<file path="src/rtl/mpu_frame_asm.sv">
// +-----------------------------------------------------------------------------+
// | Module : mpu_frame_asm                                                      |
// | Brief  : Assembles the MPU sensor byte stream into 16-bit big-endian words  |
// |          and commits each complete frame atomically into a readable bank.   |
// |          Optional idle timeout: define MPU_FRAME_TIMEOUT_EN.                |
// | Rev    : 1.0  initial release                                               |
// +-----------------------------------------------------------------------------+
`default_nettype none

module mpu_frame_asm #(
    parameter int NWORDS  = 7,
    parameter int TIMEOUT = 4096
) (
    input  logic        CLK,
    input  logic        RESET,
    input  logic [7:0]  DATA_IN,
    input  logic        DATA_EN,
    input  logic        DATA_ST,
    input  logic [2:0]  RD_ADDR,
    output logic [15:0] RD_DATA,
    output logic        FRAME_VALID,
    output logic [15:0] FRAME_CNT,
    output logic        ERR_SHORT,
    output logic        ERR_LONG,
    input  logic        ERR_CLR
);

    localparam logic [3:0] c_NWORDS   = 4'(NWORDS);
    localparam logic [3:0] c_LAST_IDX = 4'(2 * NWORDS - 1);

    if (NWORDS < 1 || NWORDS > 7 || TIMEOUT < 2 || TIMEOUT > 8192) begin : g_bad_param
        $error("mpu_frame_asm: NWORDS must be 1..7 and TIMEOUT 2..8192");
    end

    typedef enum logic [0:0] {
        S_IDLE    = 1'b0,
        S_COLLECT = 1'b1
    } t_state;

    t_state      r_state;
    logic [3:0]  r_idx;
    logic [7:0]  r_hi;
    logic [15:0] r_shadow [0:NWORDS-1];
    logic [15:0] r_vis    [0:NWORDS-1];
    logic [15:0] w_word;
    logic [15:0] w_rd_data;

`ifdef MPU_FRAME_TIMEOUT_EN
    localparam logic [12:0] c_TO_LAST = 13'(TIMEOUT - 1);
    logic [12:0] r_idle;
`endif

    assign w_word = {r_hi, DATA_IN};

    // Addresses past the frame but below 7 read as zero.
    always_comb begin
        w_rd_data = '0;
        if ({1'b0, RD_ADDR} < c_NWORDS) begin
            w_rd_data = r_vis[RD_ADDR];
        end else if (RD_ADDR == 3'd7) begin
            w_rd_data = FRAME_CNT;
        end
    end

    always_ff @(posedge CLK) begin
        if (RESET) begin
            r_state     <= S_IDLE;
            r_idx       <= '0;
            r_hi        <= '0;
            RD_DATA     <= '0;
            FRAME_VALID <= 1'b0;
            FRAME_CNT   <= '0;
            ERR_SHORT   <= 1'b0;
            ERR_LONG    <= 1'b0;
            for (int i = 0; i < NWORDS; i++) begin
                r_shadow[i] <= '0;
                r_vis[i]    <= '0;
            end
`ifdef MPU_FRAME_TIMEOUT_EN
            r_idle      <= '0;
`endif
        end else begin
            FRAME_VALID <= 1'b0;
            RD_DATA     <= w_rd_data;
            if (ERR_CLR) begin
                ERR_SHORT <= 1'b0;
                ERR_LONG  <= 1'b0;
            end
`ifdef MPU_FRAME_TIMEOUT_EN
            r_idle <= '0;
`endif
            if (DATA_ST) begin
                // A start strobe always wins; a coincident byte becomes byte 0.
                if (r_state == S_COLLECT) begin
                    ERR_SHORT <= 1'b1;
                end
                r_state <= S_COLLECT;
                if (DATA_EN) begin
                    r_hi  <= DATA_IN;
                    r_idx <= 4'd1;
                end else begin
                    r_idx <= '0;
                end
            end else if (DATA_EN) begin
                if (r_state == S_IDLE) begin
                    ERR_LONG <= 1'b1;
                end else begin
                    if (!r_idx[0]) begin
                        r_hi <= DATA_IN;
                    end else begin
                        r_shadow[r_idx[3:1]] <= w_word;
                    end
                    if (r_idx == c_LAST_IDX) begin
                        for (int i = 0; i < NWORDS; i++) begin
                            r_vis[i] <= (3'(i) == r_idx[3:1]) ? w_word : r_shadow[i];
                        end
                        FRAME_CNT   <= FRAME_CNT + 16'd1;
                        FRAME_VALID <= 1'b1;
                        r_state     <= S_IDLE;
                        r_idx       <= '0;
                    end else begin
                        r_idx <= r_idx + 4'd1;
                    end
                end
            end else if (r_state == S_COLLECT) begin
`ifdef MPU_FRAME_TIMEOUT_EN
                if (r_idle == c_TO_LAST) begin
                    ERR_SHORT <= 1'b1;
                    r_state   <= S_IDLE;
                    r_idx     <= '0;
                end else begin
                    r_idle <= r_idle + 13'd1;
                end
`endif
            end
        end
    end

endmodule

`default_nettype wire

</file>
<file path="config.mk">
export PLATFORM = sky130hd
export DESIGN_NAME = mpu_frame_asm
export DESIGN_NICKNAME = d
export VERILOG_FILES = /design/src/rtl/mpu_frame_asm.sv
export SDC_FILE = /design/constraint.sdc
export NUM_CORES = 1
export LEC_CHECK = 0
export ABC_AREA = 1
export CORE_AREA = 2 2 223 225
export DETAILED_ROUTE_END_ITERATION = 8
export DIE_AREA = 0 0 225 227
export HOLD_SLACK_MARGIN = 0.08
export PLACE_DENSITY = 0.38
export SETUP_SLACK_MARGIN = 0.1
export SYNTH_ARGS = -nofsm -noshare
export SYNTH_HDL_FRONTEND = slang
export SYNTH_SLANG_ARGS = --single-unit
export TNS_END_PERCENT = 50
</file>
<file path="constraint.sdc">
create_clock -name CLK -period 5.8 [get_ports CLK]
set_input_delay 1.16 -clock CLK [delete_from_list [all_inputs] [get_ports CLK]]
set_output_delay 1.16 -clock CLK [all_outputs]
set_load 0.005 [all_outputs]
</file>
# After elaboration in Yosys (flattened, before gate mapping)
# Memories as Yosys holds them, arrays and structs flattened.
# Cells that the tools add are included.
[classes] n_bitwise=8 eq_ne=9 order_cmp=1 addsub=2 muxes=54 n_reduce_logical=7
[ops] op="$mux 16" count=17
[ops] op="$mux 8" count=5
[ops] op="$mux 1" count=27
[ops] op="$add 16x1->16 const B" count=1
[ops] op="$mux 4" count=4
[ops] op="$reduce_or 16->1" count=1
[ops] op="$eq 3x3->1 const A" count=3
[ops] op="$or 1x1->1" count=7
[ops] op="$eq 2x3->1 const A" count=2
[ops] op="$add 4x1->4 const B" count=1
[ops] op="$eq 4x4->1 const B" count=1
[ops] op="$reduce_and 4->1" count=1
[ops] op="$reduce_bool 2->1" count=2
[ops] op="$eq 1x3->1 const A" count=1
[ops] op="$eq 3x3->1 const B" count=1
[ops] op="$logic_not 3->1" count=1
[ops] op="$lt 3x3->1 const B" count=1
[ops] op="$mux 3" count=1
[ops] op="$reduce_and 3->1" count=1
[ops] op="$ne 2x2->1 const B" count=1
[ops] op="$reduce_and 2->1" count=1
[ops] op="$not 1->1" count=1
[totals] memories=2 register_bits=48 mem_bits_rw=224
[mem_list] name="r_shadow" words=7 word_bits=16 rd=7 rd_ports_with_merged_regs=0 write_ports=7 line="43" text="logic [15:0] r_shadow [0:NWORDS-1];"
[mem_list] name="r_vis" words=7 word_bits=16 rd=1 rd_ports_with_merged_regs=0 write_ports=7 line="44" text="logic [15:0] r_vis [0:NWORDS-1];"

# Longest topological paths before layout
[depth] depth_word=8 depth_mapped=10

# Worst setup path after synthesis
# OpenSTA, ideal clock, no wires.
[synth_timing] path_type="input to register" startpoint="input DATA_ST" endpoint="memory r_vis[0][0] (enable)" path_stages=6 arrival_ns=4.176 setup_slack_ns=1.148 cell_sequence="inv_2 -> nand3_2 -> nor2_4 -> buf_2 -> inv_1 -> nand2_1"
[synth_rtl] item="start: declaration" line="18" text="input logic DATA_ST,"
[synth_rtl] item="end: declaration" line="44"

==> flow_summary.json <==
{
  "outcome": "complete, no violations",
  "drtIter0Drc": 724,
  "yosys_most_used_dff": "edfxtp_1",
  "cp_slowest_stage_delay_ps": 670,
  "synth_edf_count": 208,
  "ys_top_cells_by_area": "edfxtp_1 (52%), dfxtp_1 (11%), nand2_1 (8.1%), nor2_1 (6.6%), a21oi_1 (5.6%)",
  "yosys.area.top_type": "edfxtp_1",
  "post_cts_buffers": 0,
  "r2r-end": "r_vis[5][5]",
  "p_int_uw": 3500,
  "criticalPathCategory": "in -> reg",
  "cts_root_buffer": "clkbuf_16",
  "pwr-share-comb": 0.055,
  "die-area_sq_mm": 0.0511,
  "final_cells": 1926,
  "ant_nets": 0,
  "start_kind": "input pin",
  "syn_inst": 1256,
  "slew_violations": 0,
  "ys_seq_area_frac": 0.626,
  "ctsHoldBuffers": 0,
  "grt_pass1_wl_mm": 59.7,
  "gp_congestion": 0.738,
  "path_depth": 7,
  "p_sw_frac": 0.230,
  "fmax_mhz": 285,
  "hpwl_mm": 24.3,
  "worst_path_max_delay_cell": "nand2_4",
  "rsz0062_at_grt": "false",
  "synth_commonest_cells": "nand2_1 (261), nor2_1 (210), edfxtp_1 (208)",
  "vdd_ir_drop_max_mv": 0.155,
  "gr-max-usage-layer": "met2",
  "antenna_found_initial": 0,
  "area_growth_pct": 18.2,
  "ys_ff_latch": 272,
  "multi_input_area_sq_mm": 0.00382,
  "power.switching_uw": 1040,
  "overflow": 0,
  "synthMostInstantiatedCell": "nand2_1",
  "drcViolationCount": 0,
  "hold_path_class": "reg -> reg",
  "drive_above_1_share": 0.0690,
  "synth_area_sq_mm": 0.0120,
  "cts.sinks": 272,
  "start_util": 0.248,
  "fin_crit_ps": 3510,
  "skew_ps": 18.0,
  "viasPerCell": 4.73,
  "die_h_um": 227,
  "die_x_um": 225,
  "synth_nets": 1275,
  "ys_types": 34,
  "finalWirelength_mm": 39.8,
  "seq_area_sq_mm": 0.00753,
  "netlist.area_leader.share": 0.519,
  "crit_chain": "clkdlybuf4s50_1 -> inv_2 -> nand3_2 -> nor2_4 -> inv_1 -> nand2_4 -> buf_4",
  "placedCellCount": 1865,
  "timing.critical_path.from": "DATA_ST",
  "cpLargestDelayFamily": "buffers and inverters",
  "rows": 81,
  "tns_ps": 0,
  "portBuffers": 50,
  "relSlewSlack": 0.298,
  "hold_viol_final": 0,
  "cts_tree": "yes",
  "setup_viol": 0,
  "finalCritPeriodShare": 0.605,
  "critPathRequiredTime_ps": 5970,
  "firstDrtPassIters": 5,
  "p_per_area_mw_per_mm2": 319,
  "crit_path_end": "r_vis[5][5]",
  "critPathMaxFanout": 53,
  "antenna_cells": 0,
  "crit_arrival_ps": 3680,
  "nFillCells": 5088,
  "grt_max_degree": 76,
  "vias": 9107,
  "routedWlPerCell_um": 20.7,
  "use_met1": 0.218,
  "use_met3": 0.0247,
  "final_nets": 1298,
  "ctsHtreeMaxLevel": 2,
  "whs_path_depth": 2,
  "track_usage": 0.159,
  "ys_warn_count": 0,
  "ff2ff_path_depth": 7,
  "cts-buffers-inserted": 34,
  "io_pins": 51,
  "cts-resized-gates": 0,
  "core_area_sq_mm": 0.0485,
  "async_reset_ff_frac": 0,
  "end_kind": "flip-flop",
  "cts_buffer_depth": 3,
  "p_clk_frac": 0.461,
  "first_global_vias": 9076,
  "path_clk_slew_ps": 60,
  "rrSetupSlack_ps": 2870,
  "synth.avg_cell_area_sq_um": 9.58,
  "power.static_leakage_uw": 0.00524,
  "met2_usage": 0.262,
  "cap_violations": 0,
  "clkLatencyLatePin_ps": 520,
  "worst-path-buf-inv": 4,
  "timing.rr.start": "r_idx[1]",
  "pwr-share-seq": 0.484,
  "worstMarginPinSlew_ps": 1050
}
[cells in the final DEF, fill, tap and decap left out, drive strengths merged, types with 2 or more instances in the layout]
cell	Yosys	routed
nand2	264	264
nor3	12	12
o21a	16	16
dfxtp	64	64
o211ai	25	25
o211a	14	14
inv	84	84
ha	3	3
clkbuf	39	53
buf	46	23
bufinv	0	2
clkinv	2	8
clkdlybuf4s50	0	49
nand3	12	12
edfxtp	208	208
a21oi	134	134
or2	3	3
nand4	20	20
o21ai	88	88
xor2	5	5
nor2	211	211
[cell type report]
| cell class | instances | share of cell area |
|---|---|---|
| clock buffers | 53 | 0.0701 |
| clock inverters | 8 | 0.00590 |
| inverters | 86 | 0.0227 |
| multi-input cells | 813 | 0.269 |
| flip-flops and latches | 272 | 0.530 |
| well taps | 622 | 0.0547 |
| repair buffers | 72 | 0.0482 |
[worst min-delay path by stage]
stage,from,to,slack (ps)
global route,ERR_SHORT,ERR_SHORT,520
detailed placement,ERR_SHORT,ERR_SHORT,460
CTS,ERR_SHORT,ERR_SHORT,470
finish,ERR_SHORT,ERR_SHORT,470
floorplan,ERR_SHORT,ERR_SHORT,460
global placement,ERR_SHORT,ERR_SHORT,460
[cells by family after synthesis]
group / share of synthesized area
simple gates: 0.177
compound gates: 0.132
flops: 0.626
buf+inv: 0.0584
xor+xnor: 0.00364
fa+ha+maj: 0.00312
[metal layers]
metal	wire length, um	share of wire
met5	0	0
met4	831	0.021
met2	18600	0.47
met1	18400	0.46
met3	1980	0.050
[worst reg2reg max path: cells and delay by family, from the launching register on]
| kind | cells | cell delay (ps) |
|---|---|---|
| buffers and inverters | 3 | 850 |
| DFF | 1 | 310 |
| adders and majority gates | 1 | 190 |
| and+or+nand+nor | 3 | 1240 |
[power by group through the flow]
stage          registers (uW)  logic, uW  clock network (uW)
2_1_floorplan            2220        133                   0
4_1_cts                  2200        259                2150
5_1_grt                  2200        279                2230
3_3_place_gp             2240        258                   0
6_report                 2200        252                2090
3_5_place_dp             2240        258                   0
[registers in the layout (all words and copies together), names as in the netlist]
signal       flops
r_vis          112
r_state          1
FRAME_VALID      1
r_hi             8
FRAME_CNT       16
r_shadow       112
r_idx            4
ERR_LONG         1
RD_DATA         16
ERR_SHORT        1
[metrics by stage]
| stage | setup slack [ps] | hold WS, ps | util | total power (uW) | area [sq um] |
|---|---|---|---|---|---|
| finish | 2290 | 466 | 0.293 | 4540 | 14200 |
| global route | 2130 | 517 | 0.293 | 4710 | 14200 |
| detailed placement | 1730 | 461 | 0.271 | 2490 | 13100 |
| global placement | 1600 | 458 | 0.271 | 2500 | 13100 |
| floorplan | 1150 | 455 | - | 2350 | 12000 |
| CTS | 2270 | 473 | 0.293 | 4600 | 14200 |
(Power assumes the default switching activity.)
